`src/rtl/filter_ctrl_pkg.sv`:
```
// Shared types for the frame-synchronous filter select controller.
package filter_ctrl_pkg;
  localparam int H_W   = 11;
  localparam int V_W   = 10;
  localparam int PIX_W = 16;

  typedef enum logic {WAIT_SOF, RUN} state_t;

  typedef struct packed {
    logic             valid;
    logic [PIX_W-1:0] pixel;
    logic [H_W-1:0]   h;
    logic [V_W-1:0]   v;
  } stream_t;

  // A valid beat at (0,0) marks the start of a frame.
  function automatic logic is_origin(input stream_t s);
    return s.valid && (s.h == '0) && (s.v == '0);
  endfunction
endpackage

```
`src/rtl/stream_mux.sv`:
```
// Combinational NUM_FILTERS-to-1 selection of one filter output stream.
module stream_mux
  import filter_ctrl_pkg::*;
#(
  parameter int NUM_FILTERS = 4,
  parameter int SEL_W       = 2
) (
  input  logic [SEL_W-1:0]             sel,
  input  logic [NUM_FILTERS-1:0]       f_valid,
  input  logic [NUM_FILTERS*PIX_W-1:0] f_pixel,
  input  logic [NUM_FILTERS*H_W-1:0]   f_h_count,
  input  logic [NUM_FILTERS*V_W-1:0]   f_v_count,
  output stream_t                      out
);

  always_comb begin
    // NOTE: assigning a default before the loop covers every path, so no latch is inferred.
    out = '0;
    for (int i = 0; i < NUM_FILTERS; i++) begin
      if (sel == SEL_W'(i)) begin
        out.valid = f_valid[i];
        out.pixel = f_pixel[i*PIX_W +: PIX_W];
        out.h     = f_h_count[i*H_W +: H_W];
        out.v     = f_v_count[i*V_W +: V_W];
      end
    end
  end

endmodule

```
`src/rtl/filter_select_ctrl.sv`:
```
// Steers one of NUM_FILTERS filter streams downstream; kernel changes are
// committed at input frame start and become visible at the matching output frame start.
module filter_select_ctrl
  import filter_ctrl_pkg::*;
#(
  parameter int NUM_FILTERS = 4,
  parameter int SEL_W       = 2,
  parameter int HRES        = 1280,
  parameter int VRES        = 720,
  parameter int RESET_SEL   = 0
) (
  input  logic                         clk,
  input  logic                         rst,
  input  logic [SEL_W-1:0]             sel_req,
  input  logic                         sel_req_valid,
  input  logic                         data_in_valid,
  input  logic [H_W-1:0]               h_count_in,
  input  logic [V_W-1:0]               v_count_in,
  input  logic [NUM_FILTERS-1:0]       f_valid,
  input  logic [NUM_FILTERS*PIX_W-1:0] f_pixel,
  input  logic [NUM_FILTERS*H_W-1:0]   f_h_count,
  input  logic [NUM_FILTERS*V_W-1:0]   f_v_count,
  output logic                         data_out_valid,
  output logic [PIX_W-1:0]             pixel_data_out,
  output logic [H_W-1:0]               h_count_out,
  output logic [V_W-1:0]               v_count_out,
  output logic [SEL_W-1:0]             active_sel,
  output logic                         switch_pending,
  output logic                         frame_done,
  output logic [15:0]                  frame_count
);

  localparam logic [SEL_W-1:0] RST_SEL = SEL_W'(RESET_SEL);
  localparam logic [H_W-1:0]   H_LAST  = H_W'(HRES - 1);
  localparam logic [V_W-1:0]   V_LAST  = V_W'(VRES - 1);

  state_t           state, state_nxt;
  logic [SEL_W-1:0] pend_sel, in_sel, out_sel;
  logic             pend_valid;
  logic             in_sof, out_sof, req_ok, frame_end;
  stream_t          in_stream, out_stream, fwd, out_q;

  stream_mux #(.NUM_FILTERS(NUM_FILTERS), .SEL_W(SEL_W)) u_mux_in (
    .sel       (in_sel),
    .f_valid   (f_valid),
    .f_pixel   (f_pixel),
    .f_h_count (f_h_count),
    .f_v_count (f_v_count),
    .out       (in_stream)
  );

  stream_mux #(.NUM_FILTERS(NUM_FILTERS), .SEL_W(SEL_W)) u_mux_out (
    .sel       (out_sel),
    .f_valid   (f_valid),
    .f_pixel   (f_pixel),
    .f_h_count (f_h_count),
    .f_v_count (f_v_count),
    .out       (out_stream)
  );

  assign in_sof    = data_in_valid && (h_count_in == '0) && (v_count_in == '0);
  assign out_sof   = is_origin(in_stream);
  assign req_ok    = sel_req_valid && (32'(sel_req) < NUM_FILTERS);
  assign frame_end = fwd.valid && (fwd.h == H_LAST) && (fwd.v == V_LAST);

  always_ff @(posedge clk or posedge rst) begin
    if (rst) begin
      pend_sel   <= RST_SEL;
      pend_valid <= 1'b0;
      in_sel     <= RST_SEL;
      out_sel    <= RST_SEL;
    end else begin
      // NOTE: non-blocking updates mean the commit below reads the old pend_sel,
      // so a request landing on the SOF cycle waits for the following frame.
      if (in_sof && pend_valid) begin
        in_sel     <= pend_sel;
        pend_valid <= 1'b0;
      end
      if (req_ok) begin
        pend_sel   <= sel_req;
        pend_valid <= 1'b1;
      end
      if (out_sof) out_sel <= in_sel;
    end
  end

  // On an output SOF the new select is already used for the first beat.
  always_comb begin
    state_nxt = state;
    fwd       = out_sof ? in_stream : out_stream;
    case (state)
      WAIT_SOF: begin
        if (out_sof) state_nxt = RUN;
        else         fwd.valid = 1'b0;
      end
      RUN:     ;
      default: state_nxt = WAIT_SOF;
    endcase
  end

  always_ff @(posedge clk or posedge rst) begin
    if (rst) begin
      state       <= WAIT_SOF;
      out_q       <= '0;
      frame_done  <= 1'b0;
      frame_count <= '0;
    end else begin
      state       <= state_nxt;
      out_q.valid <= fwd.valid;
      if (fwd.valid) begin
        out_q.pixel <= fwd.pixel;
        out_q.h     <= fwd.h;
        out_q.v     <= fwd.v;
      end
      frame_done <= frame_end;
      if (frame_end) frame_count <= frame_count + 16'd1;
    end
  end

  assign data_out_valid = out_q.valid;
  assign pixel_data_out = out_q.pixel;
  assign h_count_out    = out_q.h;
  assign v_count_out    = out_q.v;
  assign active_sel     = out_sel;
  assign switch_pending = pend_valid || (in_sel != out_sel);

endmodule

```
`config.mk`:
```
export PLATFORM = sky130hd
export DESIGN_NAME = filter_select_ctrl
export DESIGN_NICKNAME = d
export VERILOG_FILES = /design/src/rtl/filter_ctrl_pkg.sv /design/src/rtl/stream_mux.sv /design/src/rtl/filter_select_ctrl.sv
export SDC_FILE = /design/constraint.sdc
export NUM_CORES = 1
export LEC_CHECK = 0
export BUFFER_PORTS_ARGS = -buffer_cell sky130_fd_sc_hd__buf_4
export CELL_PAD_IN_SITES_DETAIL_PLACEMENT = 1
export CELL_PAD_IN_SITES_GLOBAL_PLACEMENT = 1
export CORE_UTILIZATION = 35
export CTS_BUF_LIST = sky130_fd_sc_hd__clkbuf_4 sky130_fd_sc_hd__clkbuf_8
export CTS_CLUSTER_DIAMETER = 100
export CTS_CLUSTER_SIZE = 20
export DETAILED_ROUTE_END_ITERATION = 16
export PLACE_DENSITY = 0.89
export SETUP_SLACK_MARGIN = 0.2
export SLEW_MARGIN = 15
export SYNTH_ARGS = -nofsm -noshare
export SYNTH_HDL_FRONTEND = slang
export SYNTH_SLANG_ARGS = --single-unit
```
`constraint.sdc`:
```
create_clock -name clk -period 2.5 [get_ports clk]
set_input_delay 0.25 -clock clk [delete_from_list [all_inputs] [get_ports clk]]
set_output_delay 0.25 -clock clk [all_outputs]
set_load 0.05 [all_outputs]
```
# After elaboration in Yosys (flattened, before gate mapping)
# Cells that the tools add are included.
[word_totals] regBits=63 latchBits=0 ramBits=0 romBits=0 inputBits=179 elab_cells=51 mem_count=0
[classes] n_addsub=1 n_mul=0 n_div=0 n_lt_le_gt_ge=0 eq_ne=9 shifts=0 muxes=15 bitwise=0 n_reduce_logical=15
[ops] op="two-way mux 38 bit" n=9
[ops] op="zero test 11 bit" n=2
[ops] op="zero test 10 bit" n=2
[ops] op="adder 16 x 1 -> 16 bit, second input constant" n=1
[ops] op="== test 11 bit, second input constant" n=1
[ops] op="== test 10 bit, second input constant" n=1
[ops] op="== test 2 bit, second input constant" n=4
[ops] op="logical AND 1 bit" n=7
[ops] op="two-way mux 1 bit" n=6
[ops] op="== test 2 x 1 -> 1 bit, second input constant" n=2
[ops] op="zero test 2 bit" n=2
[ops] op="inequality test 2 bit" n=1
[ops] op="nonzero test 2 bit" n=1
[ops] op="logical OR 1 bit" n=1

# Logic depth before layout (Yosys ltp)
[depth] depth_word=13 mapped_depth=10 mapped_depth_nobuf=7

# Hierarchy
# Synthesis repeated with hierarchy kept, for this count alone.
[hier_totals] cells_unflattened=374 hier_area_um2=4764.6
[modules_own_cells] mod="filter_select_ctrl" instances=1 cells_per_inst=282 area_each_um2=2897.8 seq_area_each_um2=1576.5
[modules_own_cells] mod="stream_mux" instances=2 cells_per_inst=46 area_each_um2=933.4 seq_area_each_um2=0.0

# Least setup slack after synthesis
# No wires, ideal clock.
[synth_path] path_kind="flip-flop to flip-flop" from="register out_sel[0], in the netlist active_sel[0]" to="register out_q, in the netlist pixel_data_out[4]" setup_time_ns=0.125 arrival_ns=2.559 required_time_ns=2.375 setup_slack_ns=-0.184 path_stages_with_launch=7 n_path_buf=2 synth_period_minus_slack_ns=2.684 path_cell_list="dfrtp_1 -> buf_4 -> mux4_2 -> nand2_1 -> clkbuf_1 -> mux2_2 -> mux2_2"
[synth_via] elab_chain_len=8
[synth_lines] item="start, declared" line="filter_select_ctrl.sv:38" source="logic [SEL_W-1:0] pend_sel, in_sel, out_sel;"
[synth_lines] item="start signal, assigned" line="filter_select_ctrl.sv:83" source="if (out_sof) out_sel <= in_sel;"
[synth_lines] item="zero test 2 bit" line="stream_mux.sv:20" source="if (sel == SEL_W'(i)) begin"
[synth_lines] item="two-way mux 38 bit (3 in series)" line="stream_mux.sv:20"
[synth_lines] item="two-way mux 38 bit *" line="stream_mux.sv:20"
[synth_lines] item="two-way mux 38 bit *" line="filter_select_ctrl.sv:90" source="fwd = out_sof ? in_stream : out_stream;"
[synth_lines] item="two-way mux 1 bit" line="filter_select_ctrl.sv:93" source="if (out_sof) state_nxt = RUN;"
[synth_lines] item="two-way mux 1 bit" line="filter_select_ctrl.sv:91" source="case (state)"
[synth_lines] item="end, declared" line="filter_select_ctrl.sv:41" source="stream_t in_stream, out_stream, fwd, out_q;"
# Every way passes the cells marked *; elsewhere a longest branch is shown, timed or not.
# A chain may end at the register's enable or synchronous reset.

# Final worst setup path
[layout_path] from="register out_sel[0], in the netlist active_sel[0]" to="register frame_count[1]"
[layout_via] elab_chain_len=10
[layout_lines] item="zero test 2 bit" line="stream_mux.sv:20"
[layout_lines] item="two-way mux 38 bit (3 in series)" line="stream_mux.sv:20"
[layout_lines] item="two-way mux 38 bit *" line="stream_mux.sv:20"
[layout_lines] item="two-way mux 38 bit *" line="filter_select_ctrl.sv:90"
[layout_lines] item="parallel branches: the longest is 3 deep, another holds == test 11 bit"
[layout_lines] item="logical AND 1 bit *" line="filter_select_ctrl.sv:64" source="assign frame_end = fwd.valid && (fwd.h == H_LAST) && (fwd.v == V_LAST);"
[layout_lines] item="net frame_end" line="filter_select_ctrl.sv:40" source="logic in_sof, out_sof, req_ok, frame_end;"
[layout_lines] item="end signal, assigned" line="filter_select_ctrl.sv:116" source="if (frame_end) frame_count <= frame_count + 16'd1;"
[layout_lines] item="end, declared" line="filter_select_ctrl.sv:30" source="output logic [15:0] frame_count"
# Mark *: on every way through the listed nets, which the timed path passes.

==> results.py <==
metrics = {
    "die": {
        "initial_core_util": 0.358,
        "die-height_um": 115,
        "dieArea_um2": 13300,
        "fp-row-count": 41,
        "die_w_um": 115,
        "core_area_um2": 12600,
        "io_pins": 237,
    },
    "synth": {
        "synth_top_area_share": 0.350,
        "synth_flop_cell": "dfrtp_1",
        "synth.area.top_cells": "dfrtp_1 (35%), mux4_2 (25%), mux2_2 (9.5%)",
        "ys_seq_elements": 63,
        "yosys.area.top_type": "dfrtp_1",
        "syn_inst": 348,
        "seq_area_frac_synth": 0.350,
        "synthArstFlopShare": 1.00,
        "yosysWarnings": 0,
        "avgSynthCellArea_um2": 12.9,
        "synth_edf_count": 0,
        "yosysUniqueCellTypes": 38,
        "post_synth_instance_area_um2": 4500,
        "syn-num-nets": 528,
    },
    "critical_path": {
        "critPathLaunchType": "flip-flop",
        "crit_path_end_kind": "flip-flop",
        "cp_max_fo": 7,
        "path_class": "flip-flop to flip-flop",
        "crit_arrival_ps": 2610,
        "crit_required_ps": 2720,
    },
    "timing": {
        "fin_crit_sh": 0.954,
        "tightest_slew_ps": 523,
        "rsz0062_at_grt": "yes",
        "hold_viol_final": 0,
        "drv_slew": 0,
        "tns_ps": 0,
        "fin_skew_ps": 10.7,
        "max_freq_mhz": 419,
        "slew_headroom": 0.648,
        "setup_viol": 0,
        "fin_ws_ps": 116,
        "min_period_ps": 2380,
    },
    "final_layout": {
        "post-route-util": 0.547,
        "fill_cells": 1342,
        "layout_commonest_cell": "buf_4",
        "final_cell_mix": "buf_4 (255), dfrtp_1 (60), mux4_2 (53)",
        "nets": 777,
        "syn2layout_area_growth_pct": 52.7,
        "antenna_cells": 0,
        "layout-drive-gt1-share": 0.658,
    },
    "place": {
        "gp_congestion": 0.939,
        "dp_slack_ps": 47.5,
        "port_buffers": 236,
        "hpwl_mm": 14.1,
    },
    "global_routing": {
        "grt_pass1_vias": 4694,
        "grtUsageTotal": 0.266,
        "grt_pass1_wl_mm": 26.0,
        "grt_max_degree": 26,
        "antenna_found_initial": 0,
        "grt_remaining_overflow": 0,
    },
    "clocking": {
        "h-tree-depth": 3,
        "clkTransAtPathRegs_ps": 70,
        "root_buffer": "clkbuf_8",
        "clockBufferDepth": 2,
        "cts.sinks": 63,
        "numCtsBuffers": 9,
        "clk_latency_ps": 340,
        "cts_tree": "yes",
    },
    "drt": {
        "drc": 0,
        "routed-via-count": 4263,
        "dr.pass1.iters": 4,
        "viasPerCell": 5.51,
        "wl_per_cell_um": 22.4,
        "totalWireLength_mm": 17.3,
        "first_iter_violations": 187,
        "ant_nets": 0,
    },
    "pwr": {
        "pwr_density_cell_nw_per_um2": 340,
        "leakagePower_nw": 3.32,
        "peakVddDrop_v": 0.000283,
        "power_w": 0.00233,
    },
    "worst_hold_path": {
        "hold_class": "input port to flip-flop",
    },
    "status": {
        "status": "complete, no violations",
    },
    "flow_run": {
        "maxCapViolations": 0,
    },
}
==> cell families (layout without fill, tap and decap cells) <==
logic type | Yosys count | in the layout | share of synthesized area
simple gates | 119 | 119 | 0.151
buf+inv | 26 | 280 | 0.0334
mux | 113 | 113 | 0.415
compound gates | 9 | 9 | 0.0139
flops | 63 | 63 | 0.350
xor+xnor | 17 | 17 | 0.0331
fa+ha+maj | 1 | 1 | 0.00278
==> Yosys cell counts (2+ instances only) <==
| cell type | n |
|---|---|
| nor4_1 | 21 |
| mux4_1 | 4 |
| buf_4 | 5 |
| and3_1 | 7 |
| nor3_1 | 3 |
| buf_2 | 8 |
| xnor2_1 | 16 |
| clkbuf_1 | 6 |
| and2_1 | 3 |
| dfrtp_1 | 63 |
| inv_1 | 2 |
| nand4b_1 | 3 |
| a22oi_1 | 3 |
| mux4_2 | 50 |
| nand3_2 | 10 |
| nand2_1 | 16 |
| nand4_1 | 6 |
| buf_1 | 3 |
| nor4b_1 | 5 |
| nand3_1 | 8 |
| mux2i_1 | 21 |
| mux2_2 | 38 |
| nor2_1 | 32 |
==> per-stage QoR <==
| step | std cells | hold slack, ps | area [um^2] |
|---|---|---|---|
| 2_1_floorplan | 348 | 364 | 4520 |
| 4_1_cts | 768 | 123 | 6780 |
| 6_report | 774 | 135 | 6870 |
| 3_5_place_dp | 751 | 302 | 6530 |
| 5_1_grt | 774 | 133 | 6870 |
| 3_3_place_gp | 751 | 292 | 6530 |
==> report_power, final <==
part           total [W]  internal, W  switching (W)  leakage [nW]
Sequential       0.00102      0.00102     0.00000152         0.866
Clock           0.000907     0.000506       0.000402         0.107
Combinational   0.000402     0.000252       0.000150          2.34
Total            0.00233      0.00178       0.000553          3.32
==> state kept, by name, indices dropped and copies added, names as in the netlist, 2 cells and up <==
signal and cells:
h_count_out 11, frame_count 16, pixel_data_out 16, pend_sel 2, active_sel 2, v_count_out 10
in_sel 2
==> metal layers <==
| metal | vias up | share of wire | GRT usage |
|---|---|---|---|
| met5 | - | 0 | 0 |
| met3 | 35 | 0.056 | 0.0322 |
| met2 | 202 | 0.54 | 0.482 |
| li1 | 1879 | - | - |
| met4 | 0 | 0.022 | 0.0952 |
| met1 | 2147 | 0.38 | 0.324 |
==> cell type report <==
type	count	area [um^2]	area share
multi-input cells	259	2840	0.413
repair buffers	262	2030	0.296
flip-flops and latches	63	1580	0.230
well taps	172	215	0.0313
clock buffers	12	153	0.0222
clock inverters	4	45.0	0.00655
inverters	2	7.51	0.00109
==> final timing paths <==
| check | from | to | slack (ps) | cells past startpoint |
|---|---|---|---|---|
| max | active_sel[0] | frame_count[1] | 120 | 5 |
| min | sel_req_valid | pend_valid | 130 | 2 |
| max reg2reg | active_sel[0] | frame_count[1] | 120 | 5 |
| min reg2reg | frame_count[15] | frame_count[15] | 480 | 1 |
| max in group asynchronous | rst | frame_count[15] | 1280 | 4 |
| min in group asynchronous | rst | frame_count[4] | 490 | 3 |
==> what timing repair did <==
item                                    CTS  global route
pin swaps                                 0             6
endpoints found under the setup margin   32            36
hold endpoints to repair                 20             0
setup buffers                             0             5
hold buffers                              1             0
gates cloned                              0             1
resized for setup                        15             5
==> worst max-delay path, stage by stage (launching register included) <==
cell and delay (ps):
dfrtp_2 500, mux4_2 570, or3b_4 410, nor4_4 170, and4_2 310, mux2_4 310
Note: power is estimated with default switching activity, not from simulation.
